## config.mk

```make
export PLATFORM = sky130hd
export DESIGN_NAME = run_ctrl
export DESIGN_NICKNAME = d
export VERILOG_FILES = /design/src/rtl/run_pkg.sv /design/src/rtl/start_edge_det.sv /design/src/rtl/run_ctrl.sv
export SDC_FILE = /design/constraint.sdc
export NUM_CORES = 1
export LEC_CHECK = 0
export CAP_MARGIN = 40
export CORE_ASPECT_RATIO = 1.1
export CORE_MARGIN = 2
export CORE_UTILIZATION = 50
export CTS_BUF_LIST = sky130_fd_sc_hd__clkbuf_8
export DETAILED_ROUTE_END_ITERATION = 8
export PLACE_DENSITY = 0.78
export SYNTH_ARGS = -nofsm -noshare
export SYNTH_HDL_FRONTEND = slang
export SYNTH_SLANG_ARGS = --single-unit
```

## constraint.sdc

```tcl
create_clock -name clk -period 2.65 [get_ports clk]
set_clock_uncertainty 0.15 [all_clocks]
set_input_delay 0.6625 -clock clk [delete_from_list [all_inputs] [get_ports clk]]
set_output_delay 0.6625 -clock clk [all_outputs]
set_load 0.02 [all_outputs]
```

## src/rtl/run_pkg.sv

```systemverilog
// Shared types and defaults for the run controller and the program top levels.
package run_pkg;

    typedef enum logic [1:0] {
        IDLE  = 2'd0,
        RUN   = 2'd1,
        DONE  = 2'd2,
        FAULT = 2'd3
    } run_state_t;

    localparam int CNT_W_DEF = 16;
    localparam int WDOG_DEF  = 60000;

endpackage : run_pkg

```

## src/rtl/start_edge_det.sv

```systemverilog
// Registered edge detector on the host start line.
// During reset the register tracks start, so releasing reset never produces
// a spurious edge: a fall needs a real 1->0 seen after reset is gone.
module start_edge_det (
    input  logic clk,
    input  logic reset,
    input  logic start,
    output logic fall,
    output logic rise
);

    logic start_q;

    // Delayed copy of start; reset loads the live value.
    always_ff @(posedge clk) begin
        if (reset) begin
            start_q <= start;
        end else begin
            start_q <= start;
        end
    end

    // Edges relative to the previous sample.
    always_comb begin
        fall = start_q & ~start;
        rise = ~start_q & start;
    end

endmodule : start_edge_det

```

## src/rtl/run_ctrl.sv

```systemverilog
// Responder for the host start/done handshake.
// A falling start launches a run (PC enabled), a halt from Control ends it,
// and a watchdog ends runs that never halt with done plus timeout.
//
// state | meaning
// IDLE  | PC held at 0, waiting for a start fall
// RUN   | PC advancing, counting cycles, watching for halt / watchdog
// DONE  | program halted, done=1 until start rises
// FAULT | watchdog expired, done=1 timeout=1 until start rises
module run_ctrl
    import run_pkg::*;
#(
    parameter int CNT_W        = CNT_W_DEF,
    parameter int WATCHDOG_MAX = WDOG_DEF
) (
    input  logic             clk,
    input  logic             reset,
    input  logic             start,
    input  logic             halt,
    output logic             pc_en,
    output logic             pc_init,
    output logic             done,
    output logic             timeout,
    output logic [CNT_W-1:0] cycle_count
);

    localparam logic [CNT_W-1:0] WDOG_LIM = CNT_W'(WATCHDOG_MAX);

    run_state_t       state_q;
    run_state_t       state_d;
    logic [CNT_W-1:0] cnt_q;
    logic [CNT_W-1:0] cnt_d;
    logic [CNT_W-1:0] cnt_inc;
    logic             start_fall;
    logic             start_rise;

    start_edge_det u_edge (
        .clk   (clk),
        .reset (reset),
        .start (start),
        .fall  (start_fall),
        .rise  (start_rise)
    );

    // Count of the cycle being completed at this edge.
    always_comb begin
        cnt_inc = cnt_q + 1'b1;
    end

    // Next state and cycle counter; halt is checked before the watchdog so a
    // halt on the last allowed cycle still reports a clean finish.
    always_comb begin
        state_d = state_q;
        cnt_d   = cnt_q;
        case (state_q)
            IDLE: begin
                if (start_fall) begin
                    state_d = RUN;
                    cnt_d   = '0;
                end
            end
            RUN: begin
                cnt_d = cnt_inc;
                if (halt) begin
                    state_d = DONE;
                end else if (cnt_inc == WDOG_LIM) begin
                    state_d = FAULT;
                end
            end
            DONE: begin
                if (start_rise) begin
                    state_d = IDLE;
                end
            end
            FAULT: begin
                if (start_rise) begin
                    state_d = IDLE;
                end
            end
            default: begin
                state_d = IDLE;
            end
        endcase
    end

    // State and counter registers.
    always_ff @(posedge clk) begin
        if (reset) begin
            state_q <= IDLE;
            cnt_q   <= '0;
        end else begin
            state_q <= state_d;
            cnt_q   <= cnt_d;
        end
    end

    // Outputs decode the registered state only, so no input reaches them
    // combinationally.
    always_comb begin
        pc_en       = (state_q == RUN);
        pc_init     = (state_q == IDLE);
        done        = (state_q == DONE) || (state_q == FAULT);
        timeout     = (state_q == FAULT);
        cycle_count = cnt_q;
    end

endmodule : run_ctrl

```

Yosys cells after proc, flatten, opt, wreduce, memory -nomap -nowiden --
Index checks and enable logic that the tools add are counted. W data, S select, Z words.
Operators by class: bitwise gates (word level) 4, add/sub/neg operators 1, eq/ne operators 7, reductions and logical operators 6, multiplexer cells 7
Operators by type and width (count):
- $pmux W16 S2 | 1
- $add A16 B1 Y16 const B | 1
- $eq A16 B16 Y1 const B | 1
- $mux W16 | 1
- $mux W2 | 4
- $pmux W2 S3 | 1
- $eq A2 B2 Y1 const B | 2
- $ne A2 B1 Y1 const B | 2
- $ne A3 B2 Y1 const B | 1
- $reduce_and A3 Y1 | 1
- $and A1 B1 Y1 | 2
- $eq A2 B1 Y1 const B | 1
- $logic_not A2 Y1 | 1
- $not A1 Y1 | 2
- $reduce_and A2 Y1 | 1
- $reduce_bool A2 Y1 | 1
- $reduce_or A2 Y1 | 1
- $logic_or A1 B1 Y1 | 1
Word-level totals: output and inout bits 20, bits in registers 19, logic and storage cells 28, bits of input ports 4

Logic depth before layout (Yosys ltp) --
Gate-level depths: netlist of run 1.
depth after elaboration 5, depth in mapped cells 7, depth with buffers taken out 6

By module --
Synthesis of run 1 repeated with hierarchy kept, for this count alone.
Unflattened totals: cell total of the unflattened synthesis 158, area total of the unflattened synthesis 1262.5 um^2
By module, submodules not included:
- run_ctrl | seq. area each 360.3 um^2, instances 1, cells an instance 155, area an instance 1227.4 um^2
- start_edge_det | seq. area each 20.0 um^2, instances 1, cells an instance 3, area an instance 35.0 um^2

Worst setup path after synthesis of run 1 --
OpenSTA, ideal clock, no wires.
kind register -> register, from register cnt_q[0] (netlist: cycle_count[0]), to register cnt_q[10] (netlist: cycle_count[10]), setup time 0.070 ns, stages on the path, launching flop included 7, arrival 2.032 ns, buffers on the path 1, slack 0.398 ns, data required time 2.430 ns, clock period less this slack 2.252 ns, cell sequence dfxtp_1 -> ha_1 -> and3_1 -> clkbuf_1 -> nand3_1 -> or4b_2 -> a21oi_1
On the way: cells in the longest elaborated chain, start to end 2
Ends and longest elaborated chain:
- start: declaration | line run_ctrl.sv:31 | logic [CNT_W-1:0] cnt_q;
- start signal: assignment | line run_ctrl.sv:93 | cnt_q <= cnt_d;
- $add A16 B1 Y16 | line run_ctrl.sv:47 | cnt_inc = cnt_q + 1'b1;
- $pmux W16 S2 | line run_ctrl.sv:55 | case (state_q)
No other way between the ends. A chain may end at the register's enable or synchronous reset.

Worst setup path in the final report of run 1 --
Ends and elaborated chain as after synthesis.

==> flow_metrics.tcl, run 1 <==
set metrics [dict create \
    start_kind "flop" \
    worst_r2r_path_depth 5 \
    avgViaCountPerCell 6.33 \
    syn2layout_area_growth_pct 21.5 \
    dpl.hpwl_mm 2.16 \
    arrival_ps 2400 \
    synth_flop_cell "dfxtp_1" \
    seq_area_frac_synth_pct 31.3 \
    fmax_mhz 425 \
    drc_errors 0 \
    insertion_delay_ps 260 \
    synth_area_leaders "dfxtp_1 (31%), nor2_1 (6.5%), o21ai_0 (5.4%)" \
    ys_seq_elements 19 \
    worst_pin_slew_ps 352 \
    holdCritPathClass "reg2reg" \
    min_period_ps 2350 \
    root_buffer "clkbuf_8" \
    status "finished, final reports clean" \
    grt_pass1_vias 1107 \
    leakage_nw 0.461 \
    drive_gt1_share_pct 8.62 \
    nNetsFinal 181 \
    grt_max_degree 19 \
    die_x_um 51 \
    synth.most_common_cell "nor2_1" \
    postCtsSetupBuffers 0 \
    synthCells 157 \
    cts_repair_resize_count 0 \
    start_util_pct 53.4 \
    r2r_slack_ps 300 \
    grt-ovfl-total 0 \
    drv_cap 0 \
    clkSlewWorstSetupHoldPaths_ps 70 \
    ctsHoldBuffers 0 \
    cts_sinks 19 \
    antenna_left 0 \
    synth_nets 163 \
    synth_cell_types 42 \
    async_flop_share_pct 0 \
    num_vias 1291 \
    core_area_um2 2270 \
    worstHoldStart "cycle_count[11]" \
    cts_tree "yes" \
    drt_first_pass_iters 4 \
    peakVddDrop_mv 0.319 \
    rsz0062_at_grt "no" \
    intPower_uw 424 \
    ys_top_cells_by_count "nor2_1 (21), dfxtp_1 (19), o21ai_0 (13)" \
    track_usage_pct 22.5 \
    synth-edff-count 0 \
    fin_util_pct 64.9 \
    finalSetupViolCount 0 \
    total_power_uw 574 \
    routed_wl_mm 3.05 \
    hold_depth 1 \
    die_area_um2 2840 \
    num_io_pins 24 \
    p_per_area_nw_per_um2 389 \
    pwr-share-clk_pct 35.4 \
    synth_largest_area_cell "dfxtp_1" \
    path_class "reg2reg" \
    rr_endpoint "cycle_count[10]" \
    post-route-period-util_pct 88.8 \
    required_ps 2700 \
    netSwitchingPower_uw 151 \
    synth.top_cell.area_share_pct 31.3 \
    antennaDiodeCount 0 \
    setup_tns_ps 0 \
    grt_pass1_wl_mm 4.99 \
    cp_max_fo 10 \
    io_buffers 23 \
    switching_share_pct 26.2 \
    slew_violations 0 \
    p_seq_share_pct 51.7 \
    die_y_um 55.7 \
    wl_per_cell_um 14.9 \
    gp_congestion 0.896 \
    clockBufferDepth 2 \
    rr_startpoint "cycle_count[0]" \
    combPwrFrac_pct 12.9 \
    crit_path_end_kind "flop" \
    pre_cts_ws_ps 333 \
    synth_area_per_cell_um2 7.74 \
    rows 18 \
    hold_end "cycle_count[11]" \
    numCtsBuffers 3 \
    htree_levels 1 \
    finalHoldViolCount 0 \
    fin_cells 204 \
    slew_headroom_pct 76.5 \
    dp.cells 200 \
    synth_warnings 0 \
    dr.first_iter.drc_count 26 \
    antenna_found_initial 0 \
    layout_setup_ws_ps 297 \
    netlist_area_um2 1210 \
]
## power groups by stage
stage | clock [mW] | sequential, mW | combinational (mW)
2_1_floorplan | 0 | 0.303 | 0.0420
3_3_place_gp | 0 | 0.303 | 0.0721
3_5_place_dp | 0 | 0.303 | 0.0736
4_1_cts | 0.210 | 0.297 | 0.0738
5_1_grt | 0.218 | 0.297 | 0.0810
6_report | 0.203 | 0.297 | 0.0742
## worst max-delay path, stage by stage, from the launching register on
cell and delay, ps:
dfxtp_1 510, ha_1 320, and3_1 350, nand3_1 170, or4b_2 630, a21oi_1 150
## per-layer routing
layer | wire, um | vias up | track usage [%]
li1 | - | 625 | -
met1 | 1350 | 618 | 30.6
met2 | 1500 | 45 | 36.2
met3 | 150 | 3 | 1.61
met4 | 44 | 0 | 9.65
met5 | 0 | - | 0
## metrics by stage
stage	hold slack (ps)	instance area [um^2]
2_1_floorplan	396	1210
3_3_place_gp	401	1430
3_5_place_dp	410	1430
4_1_cts	420	1480
5_1_grt	428	1480
6_report	419	1480
## flip-flops by register name (all words and copies together) (netlist names)
register        cells
state_q             2
cycle_count        16
u_edge.start_q      1
## area by class of cell
| type | instances | area [um^2] |
|---|---|---|
| Sequential cell | 19 | 380 |
| Clock buffer | 3 | 41.3 |
| Tap cell | 30 | 37.5 |
| Fill cell | 211 | 798 |
| Inverter | 2 | 7.51 |
| Multi-Input combinational cell | 121 | 738 |
| Timing Repair Buffer | 28 | 268 |
| Clock inverter | 1 | 3.75 |
## placed cells by master, fill, tap and decap left out, types with 4 or more instances in the layout
cell type,instances
nor2_1,21
buf_4,5
dfxtp_1,19
a311oi_1,6
nand4_1,4
nand2_1,10
nand3_1,4
o21ai_0,13
a21oi_1,11
nand3b_1,4
clkdlybuf4s50_1,23
## kinds of logic (layout without fill, tap and decap cells)
| family | after synthesis | in the layout | synth area share (%) |
|---|---|---|---|
| buf+inv | 17 | 34 | 7.93 |
| simple gates | 69 | 69 | 31.1 |
| flops | 19 | 19 | 31.3 |
| compound gates | 50 | 50 | 27.6 |
| fa+ha+maj | 2 | 2 | 2.06 |
## worst max-delay path by stage
| stage | start | end | slack (ps) |
|---|---|---|---|
| after floorplan | cycle_count[0] | cycle_count[10] | 400 |
| after global placement | cycle_count[0] | cycle_count[10] | 380 |
| after detailed placement | start | cycle_count[10] | 330 |
| after CTS | cycle_count[0] | cycle_count[10] | 310 |
| after global routing | cycle_count[0] | cycle_count[10] | 170 |
| final | cycle_count[0] | cycle_count[10] | 300 |
Power figures use the tool's default switching activity.
==> run 2: changes to the inputs <==
- CORE_ASPECT_RATIO: 1.1 -> 1.25
- CTS_CLUSTER_SIZE: unset -> 8
==> run 2 against run 1 <==
Sequential power barely moved. Sequential cell count unchanged. Routed wire length down 2.1%. Register-to-register slack improved by 90 ps. Clock-buffer cell count did not move. Critical path type is now reg2out. Non-clock buffer count did not move. Via count fell by 2.3%. Clock power about the same. Utilization increased by 0.52 points. Sequential share of layout area about the same.
==> flow_metrics.tcl, run 2 (synthesis gave the netlist of run 1 again) <==
set metrics [dict create \
    dpl.hpwl_mm 2.19 \
    track_usage_pct 24.8 \
    start_kind "flop" \
    largest_register_ffs 16 \
    pwr-share-clk_pct 35.3 \
    setup_tns_ps 0 \
    die_x_um 48.1 \
    grt_pass1_wl_mm 5.14 \
    p_per_area_nw_per_um2 387 \
    worst_r2r_path_depth 5 \
    cts_sinks 19 \
    slew_headroom_pct 74.4 \
    cts_tree "yes" \
    r2r_slack_ps 390 \
    rr_endpoint "cycle_count[10]" \
    hold_depth 1 \
    htree_levels 1 \
    die_y_um 59.1 \
    core_area_um2 2260 \
    avgViaCountPerCell 6.15 \
    rows 19 \
    peakVddDrop_mv 0.373 \
    wl_per_cell_um 14.5 \
    path_class "reg2out" \
    fmax_mhz 435 \
    min_period_ps 2300 \
    holdCritPathClass "reg2reg" \
    rsz0062_at_grt "no" \
    final_common_cell "clkdlybuf4s50_1" \
    netSwitchingPower_uw 149 \
    die_area_um2 2840 \
    cts_repair_resize_count 0 \
    slew_violations 0 \
    io_buffers 23 \
    hold_end "cycle_count[11]" \
    cp_max_fo 8 \
    post-route-period-util_pct 86.8 \
    intPower_uw 423 \
    worst_pin_slew_ps 383 \
    ctsHoldBuffers 0 \
    fillers 202 \
    status "finished, final reports clean" \
    leakage_nw 0.461 \
    grt-ovfl-total 0 \
    numCtsBuffers 3 \
    worstHoldStart "cycle_count[11]" \
    antenna_left 0 \
    finalSetupViolCount 0 \
    root_buffer "clkbuf_8" \
    arrival_ps 1490 \
    routed_wl_mm 2.98 \
    crit_path_end_kind "output port" \
    num_vias 1261 \
    drc_errors 0 \
    nNetsFinal 181 \
    drt_first_pass_iters 4 \
    drive_gt1_share_pct 8.62 \
    start_util_pct 53.8 \
    syn2layout_area_growth_pct 21.6 \
    insertion_delay_ps 260 \
    drv_cap 0 \
    finalHoldViolCount 0 \
    gp_congestion 0.928 \
    grt_pass1_vias 1124 \
    final_cell_mix "clkdlybuf4s50_1 (23), nor2_1 (21), dfxtp_1 (19)" \
    antenna_found_initial 0 \
    rr_startpoint "cycle_count[0]" \
    combPwrFrac_pct 12.9 \
    postCtsSetupBuffers 0 \
    required_ps 1840 \
    pre_cts_ws_ps 414 \
    clkSlewWorstSetupHoldPaths_ps 70 \
    clockBufferDepth 2 \
    antennaDiodeCount 0 \
    switching_share_pct 26.0 \
    num_io_pins 24 \
    layout_setup_ws_ps 351 \
    p_seq_share_pct 51.8 \
    dr.first_iter.drc_count 79 \
    grt_max_degree 19 \
]
## run 2: cell counts in the layout (fill, tap and decap cells not counted)
Identical to the previous run, type by type.
## run 2: worst max-delay path, stage by stage, from the launching register on
cell	delay, ps
dfxtp_1	370
nand2b_1	180
inv_1	70
clkdlybuf4s50_1	600
## run 2: metrics by stage
step | power, mW | instances | util [%] | hold WS, ps | instance area [um^2]
after floorplan | 0.345 | 157 | - | 396 | 1210
after global placement | 0.376 | 201 | 63.4 | 380 | 1430
after detailed placement | 0.376 | 201 | 63.4 | 389 | 1430
after CTS | 0.577 | 205 | 65.4 | 398 | 1480
after global routing | 0.598 | 205 | 65.4 | 416 | 1480
final | 0.572 | 205 | 65.4 | 394 | 1480
## run 2: worst max path at each step
| stage | start | cells after the start | to |
|---|---|---|---|
| 3_5_place_dp | start | 6 | cycle_count[10] |
| 6_report | state_q[1] | 3 | pc_en |
| 4_1_cts | state_q[1] | 3 | pc_en |
| 2_1_floorplan | cycle_count[0] | 6 | cycle_count[10] |
| 5_1_grt | cycle_count[0] | 5 | cycle_count[10] |
| 3_3_place_gp | start | 6 | cycle_count[2] |
## run 2: power groups by stage
stage / clock (mW) / sequential, mW / combinational (mW)
global placement: 0 / 0.302 / 0.0733
floorplan: 0 / 0.303 / 0.0420
global route: 0.219 / 0.297 / 0.0814
CTS: 0.207 / 0.296 / 0.0737
finish: 0.202 / 0.296 / 0.0738
detailed placement: 0 / 0.303 / 0.0732
## run 2: final cells by class
type / count / area, um^2 / share of cell area [%]
clock inverters: 1 / 3.75 / 0.254
multi-input cells: 121 / 738 / 50.0
well taps: 31 / 38.8 / 2.62
clock buffers: 3 / 41.3 / 2.79
inverters: 2 / 7.51 / 0.508
repair buffers: 28 / 268 / 18.1
flip-flops and latches: 19 / 380 / 25.7
## run 2: routing by layer
metal / global-route usage [%] / part of all wire (%)
met5: 0 / 0
met4: 10.4 / 2.0
met3: 4.27 / 5.7
met2: 39.6 / 50
met1: 32.0 / 42
==> run 3: changes to the inputs <==
- SKIP_LAST_GASP: unset -> 1
==> results of run 3 <==
No change in the layout: final DEF, timing and power equal those of run 2.
